--- src/rtl/memoredf_pkg.sv ---
// Shared constants and types for the MemorEDF queue consume path.
package memoredf_pkg;

  localparam int QUEUE_DATA_W   = 8;
  localparam int DEFAULT_PERIOD = 16;
  localparam int DEFAULT_BUDGET = 4;

  typedef logic [QUEUE_DATA_W-1:0] queue_data_t;

endpackage

--- src/rtl/queue_reader_buf.sv ---
// Two-entry FIFO decoupling the Queue pop strobe from downstream ready.
module queue_reader_buf
  import memoredf_pkg::*;
#(
  parameter int WIDTH = QUEUE_DATA_W
) (
  input  logic             clock,
  input  logic             reset,
  input  logic             push,
  input  logic [WIDTH-1:0] push_data,
  input  logic             pop,
  output logic [WIDTH-1:0] head,
  output logic             valid,
  output logic [1:0]       occ
);

  logic [WIDTH-1:0] mem_q [2];
  logic             wr_ptr_q, wr_ptr_d;
  logic             rd_ptr_q, rd_ptr_d;
  logic [1:0]       occ_q, occ_d;
  logic             do_push, do_pop;

  // Guards keep the pointers coherent even if a caller misbehaves.
  assign do_push = push && (occ_q != 2'd2);
  assign do_pop  = pop && (occ_q != 2'd0);

  always_comb begin
    wr_ptr_d = wr_ptr_q;
    rd_ptr_d = rd_ptr_q;
    occ_d    = occ_q;
    if (do_push) wr_ptr_d = ~wr_ptr_q;
    if (do_pop)  rd_ptr_d = ~rd_ptr_q;
    if (do_push && !do_pop)      occ_d = occ_q + 2'd1;
    else if (!do_push && do_pop) occ_d = occ_q - 2'd1;
  end

  always_ff @(posedge clock or posedge reset) begin
    if (reset) begin
      wr_ptr_q <= 1'b0;
      rd_ptr_q <= 1'b0;
      occ_q    <= 2'd0;
    end else begin
      wr_ptr_q <= wr_ptr_d;
      rd_ptr_q <= rd_ptr_d;
      occ_q    <= occ_d;
    end
  end

  // Storage needs no reset: the head is masked to zero while empty.
  always_ff @(posedge clock) begin
    if (do_push) mem_q[wr_ptr_q] <= push_data;
  end

  assign valid = (occ_q != 2'd0);
  assign head  = valid ? mem_q[rd_ptr_q] : '0;
  assign occ   = occ_q;

endmodule

--- src/rtl/queue_reader.sv ---
// Bandwidth-regulated Queue consumer: at most BUDGET pops per PERIOD-cycle window.
module queue_reader
  import memoredf_pkg::*;
#(
  parameter int WIDTH  = QUEUE_DATA_W,
  parameter int PERIOD = DEFAULT_PERIOD,
  parameter int BUDGET = DEFAULT_BUDGET
) (
  input  logic                       clock,
  input  logic                       reset,
  input  logic                       q_empty,
  input  logic [WIDTH-1:0]           q_data,
  output logic                       q_consume,
  output logic                       m_valid,
  output logic [WIDTH-1:0]           m_data,
  input  logic                       m_ready,
  output logic                       throttled,
  output logic [$clog2(BUDGET+1)-1:0] budget_left
);

  localparam int WIN_W = $clog2(PERIOD);
  localparam int BUD_W = $clog2(BUDGET+1);

  generate
    if (PERIOD < 2) begin : g_bad_period
      $error("queue_reader: PERIOD must be at least 2");
    end
    if (BUDGET < 1 || BUDGET > PERIOD) begin : g_bad_budget
      $error("queue_reader: BUDGET must satisfy 1 <= BUDGET <= PERIOD");
    end
  endgenerate

  logic [WIN_W-1:0] win_q, win_d;
  logic [BUD_W-1:0] budget_q, budget_d;
  logic [1:0]       occ;
  logic             pop_ok;
  logic             wrap;

  // Pop decision uses only registered state, never m_ready.
  assign pop_ok    = !q_empty && (budget_q != '0) && (occ != 2'd2);
  assign q_consume = pop_ok && !reset;
  assign throttled = !q_empty && (budget_q == '0) && !reset;
  assign wrap      = (win_q == WIN_W'(PERIOD - 1));

  always_comb begin
    win_d    = win_q + WIN_W'(1);
    budget_d = budget_q;
    // A pop on the wrap edge is charged to the ending window, so reload wins.
    if (wrap) begin
      win_d    = '0;
      budget_d = BUD_W'(BUDGET);
    end else if (q_consume) begin
      budget_d = budget_q - BUD_W'(1);
    end
  end

  always_ff @(posedge clock or posedge reset) begin
    if (reset) begin
      win_q    <= '0;
      budget_q <= BUD_W'(BUDGET);
    end else begin
      win_q    <= win_d;
      budget_q <= budget_d;
    end
  end

  queue_reader_buf #(.WIDTH(WIDTH)) u_buf (
    .clock     (clock),
    .reset     (reset),
    .push      (q_consume),
    .push_data (q_data),
    .pop       (m_valid && m_ready),
    .head      (m_data),
    .valid     (m_valid),
    .occ       (occ)
  );

  assign budget_left = budget_q;

endmodule

--- config.mk ---
export PLATFORM = sky130hd
export DESIGN_NAME = queue_reader
export DESIGN_NICKNAME = d
export VERILOG_FILES = /design/src/rtl/memoredf_pkg.sv /design/src/rtl/queue_reader_buf.sv /design/src/rtl/queue_reader.sv
export SDC_FILE = /design/constraint.sdc
export NUM_CORES = 1
export LEC_CHECK = 0
export ABC_AREA = 0
export CORE_UTILIZATION = 50
export CTS_CLUSTER_SIZE = 25
export DETAILED_ROUTE_END_ITERATION = 16
export PLACE_DENSITY = 0.78
export SETUP_SLACK_MARGIN = 0.02
export SLEW_MARGIN = 20
export SYNTH_ARGS = -nofsm -noshare
export SYNTH_HDL_FRONTEND = slang
export SYNTH_SLANG_ARGS = --single-unit
--- constraint.sdc ---
create_clock -name clock -period 3.89 [get_ports clock]
set_input_delay 0.778 -clock clock [delete_from_list [all_inputs] [get_ports clock]]
set_output_delay 0.778 -clock clock [all_outputs]
set_load 0.03 [all_outputs]
==> results.sh <==
export IMPL_antenna_cells=0
export IMPL_min_path_type="flip-flop to flip-flop"
export IMPL_period_needed_ns=3.14
export IMPL_die_w_um=50.8
export IMPL_rows=17
export IMPL_grt_use_met2_pct=28.7
export IMPL_grt_max_degree=16
export IMPL_cts_buffers=3
export IMPL_endpoint_kind="output port"
export IMPL_grt_pass1_vias=710
export IMPL_synth_common_cells="edfxtp_1 (16), nor2_1 (13), dfrtp_1 (10), mux2i_1 (9), inv_1 (5)"
export IMPL_crit_top_cell="clkdlybuf4s50_1"
export IMPL_vias=748
export IMPL_fmax_mhz=319
export IMPL_cts_resized=0
export IMPL_first_iter_violations=3
export IMPL_drt_pass1_iterations=3
export IMPL_r2r_start="budget_left[0]"
export IMPL_r2r_setup_slack_ns=2.03
export IMPL_worstPathRequired_ns=3.11
export IMPL_synth_simple_gate_area_share_pct=13.8
export IMPL_synth_compound_area_share_pct=3.89
export IMPL_post_drt_wl_per_cell_um=12.7
export IMPL_drcViolationCount=0
export IMPL_die_area_um2=2580
export IMPL_synth_seq_cells=27
export IMPL_avgSynthCellArea_um2=13.4
export IMPL_syn2layout_area_growth_pct=26.1
export IMPL_start_util_pct=53.2
export IMPL_cts_setup_buffers=0
export IMPL_cp_endpoint="q_consume"
export IMPL_r2r_end="u_buf.mem_q[1][2]"
export IMPL_ant_nets=0
export IMPL_slew_headroom_pct=67.3
export IMPL_nNetsFinal=134
export IMPL_htreeDepth=1
export IMPL_start_kind="primary input"
export IMPL_finalHoldViolCount=0
export IMPL_async_flop_share_pct=40.7
export IMPL_synthDistinctLibCells=28
export IMPL_cts_root_buf="clkbuf_4"
export IMPL_synthXorXnorAreaFrac_pct=4.42
export IMPL_path_clk_slew_ns=0.13
export IMPL_grt_pass1_wl_mm=3.14
export IMPL_reg2reg_depth=5
export IMPL_post_synth_top_count_cell="edfxtp_1"
export IMPL_cp_max_fo=5
export IMPL_setup_viol=0
export IMPL_globalRouteMet3Util_pct=3.03
export IMPL_synth_top_family_by_area="simple AND/OR/NAND/NOR gates"
export IMPL_skew_ns=0.000834
export IMPL_clk_path_buf_depth=2
export IMPL_dp_hpwl_mm=1.34
export IMPL_power_leakage_nw=0.604
export IMPL_period_share_pct=80.7
export IMPL_die_h_um=50.8
export IMPL_num_io_pins=26
export IMPL_avgViaCountPerCell=5.16
export IMPL_synth_seq_area_share_pct=63.7
export IMPL_synth_flop_cell="edfxtp_1"
export IMPL_cp_slowest_cell="clkdlybuf4s50_1"
export IMPL_worstSetupPathType="primary input to output port"
export IMPL_drive_gt1_share_pct=9.40
export IMPL_synth_fp_nets=105
export IMPL_synth_area_um2=1190
export IMPL_synth_top_cell_by_area="edfxtp_1"
export IMPL_grt_usage_pct=17.2
export IMPL_yosys_warnings=0
export IMPL_crit_start="reset"
export IMPL_clock_sinks=27
export IMPL_slowest_delay_ns=0.69
export IMPL_netlist_instances=89
export IMPL_slew_viol_final=0
export IMPL_status="complete, no violations"
export IMPL_drt_wl_total_mm=1.84
export IMPL_core_um2=2230
export IMPL_synth_edf_count=16
export IMPL_muxShareOfSynthArea_pct=7.58
export IMPL_clkLatencyLatePin_ns=0.31
export IMPL_synth_top_area_share_pct=40.4
export IMPL_gp_routability_congestion=0.742
export IMPL_path_cells="clkdlybuf4s50_1 -> or2_4 -> nor3_1 -> clkdlybuf4s50_1"
export IMPL_synthAdderAreaFrac_pct=4.21
export IMPL_grt_overflow=0
export IMPL_power_density_nw_per_um2=639
export IMPL_antenna_found_initial=0
export IMPL_fin_setup_tns_ns=0
export IMPL_cts_tree="done"
export IMPL_gr_usage_met1_pct=21.7
export IMPL_hold_buffers=0
export IMPL_max_cap_violations=0
export IMPL_rsz0062_at_grt="false"
export IMPL_peakVddDrop_uv=413
export IMPL_port_buffers=25
export IMPL_critPathArrivalTime_ns=2.36
export IMPL_finalPower_mw=0.958
export IMPL_busiest_layer="met2"
export IMPL_worst_slew_pin_slew_ns=0.490
export IMPL_synth_area_leaders="edfxtp_1 (40%), dfrtp_1 (21%), mux2i_1 (7.6%)"
cell type report:
cell class	count	area, um2
clock inverters	1	5.00
multi-input cells	55	403
clock buffers	3	22.5
flip-flops and latches	27	757
fillers	158	734
repair buffers	26	258
inverters	5	18.8
well taps	28	35.0
routing by layer:
layer	part of all wire [%]	routed length, um	vias to the layer above
met5	0	0	-
met4	0.93	17	0
met3	3.9	72	2
met2	50	915	20
met1	45	832	354
li1	-	-	372
logic make-up (layout without fill, tap and decap cells):
kind of cell / count (synthesis) / after routing
compound gates: 8 / 8
xor+xnor: 6 / 6
fa+ha+maj: 4 / 4
buf+inv: 7 / 35
flops: 27 / 27
mux: 9 / 9
simple gates: 28 / 28
flip-flops by register name, summed over array words and instances, names as in the netlist:
signal	cells
budget_left	3
u_buf.mem_q	16
u_buf.occ	2
u_buf.rd_ptr_q	1
u_buf.wr_ptr_q	1
win_q	4
worst max-delay path, delay by kind of cell:
kind,cells,cell delay (ns)
simple gates,2,0.43
buf+inv,2,1.14
per-stage QoR:
stage / std cells / setup slack [ns] / util, % / cell area (um2) / hold slack [ns]
after floorplan: 89 / 1.39 / - / 1190 / 0.442
after global placement: 141 / 0.771 / 65.9 / 1470 / 0.467
after detailed placement: 141 / 0.755 / 65.9 / 1470 / 0.477
after CTS: 145 / 0.748 / 67.1 / 1500 / 0.498
after global routing: 145 / 0.690 / 67.1 / 1500 / 0.506
final: 145 / 0.752 / 67.1 / 1500 / 0.497
where the power goes:
part / switching (mW) / internal [mW]
clock network: 0.0759 / 0.0384
logic: 0.232 / 0.198
registers: 0.0579 / 0.356
worst min-delay path by stage:
stage	cells past startpoint	slack, ns	startpoint	endpoint
2_1_floorplan	1	0.44	win_q[3]	win_q[3]
3_3_place_gp	1	0.47	win_q[3]	win_q[3]
3_5_place_dp	1	0.48	u_buf.wr_ptr_q	u_buf.wr_ptr_q
4_1_cts	1	0.50	u_buf.wr_ptr_q	u_buf.wr_ptr_q
5_1_grt	1	0.51	u_buf.wr_ptr_q	u_buf.wr_ptr_q
6_report	1	0.50	win_q[0]	win_q[0]
layout by cell type, fill, tap and decap left out:
| cell | n |
|---|---|
| a211oi_1 | 1 |
| a21oi_1 | 2 |
| a31oi_1 | 1 |
| and2_1 | 1 |
| and2b_4 | 1 |
| and3_1 | 1 |
| buf_4 | 1 |
| clkbuf_4 | 3 |
| clkdlybuf4s50_1 | 25 |
| clkinv_2 | 1 |
| dfrtp_1 | 10 |
| dfstp_2 | 1 |
| edfxtp_1 | 16 |
| ha_1 | 4 |
| inv_1 | 5 |
| mux2i_1 | 9 |
| nand2b_1 | 2 |
| nand3_1 | 1 |
| nand4_1 | 2 |
| nor2_1 | 13 |
| nor2_2 | 1 |
| nor2b_1 | 1 |
| nor2b_4 | 1 |
| nor3_1 | 1 |
| nor3_4 | 1 |
| nor4_1 | 1 |
| o21ai_0 | 3 |
| o31ai_1 | 1 |
| or2_4 | 1 |
| xnor2_1 | 2 |
| xor2_1 | 4 |
Power figures use the tool's default switching activity.
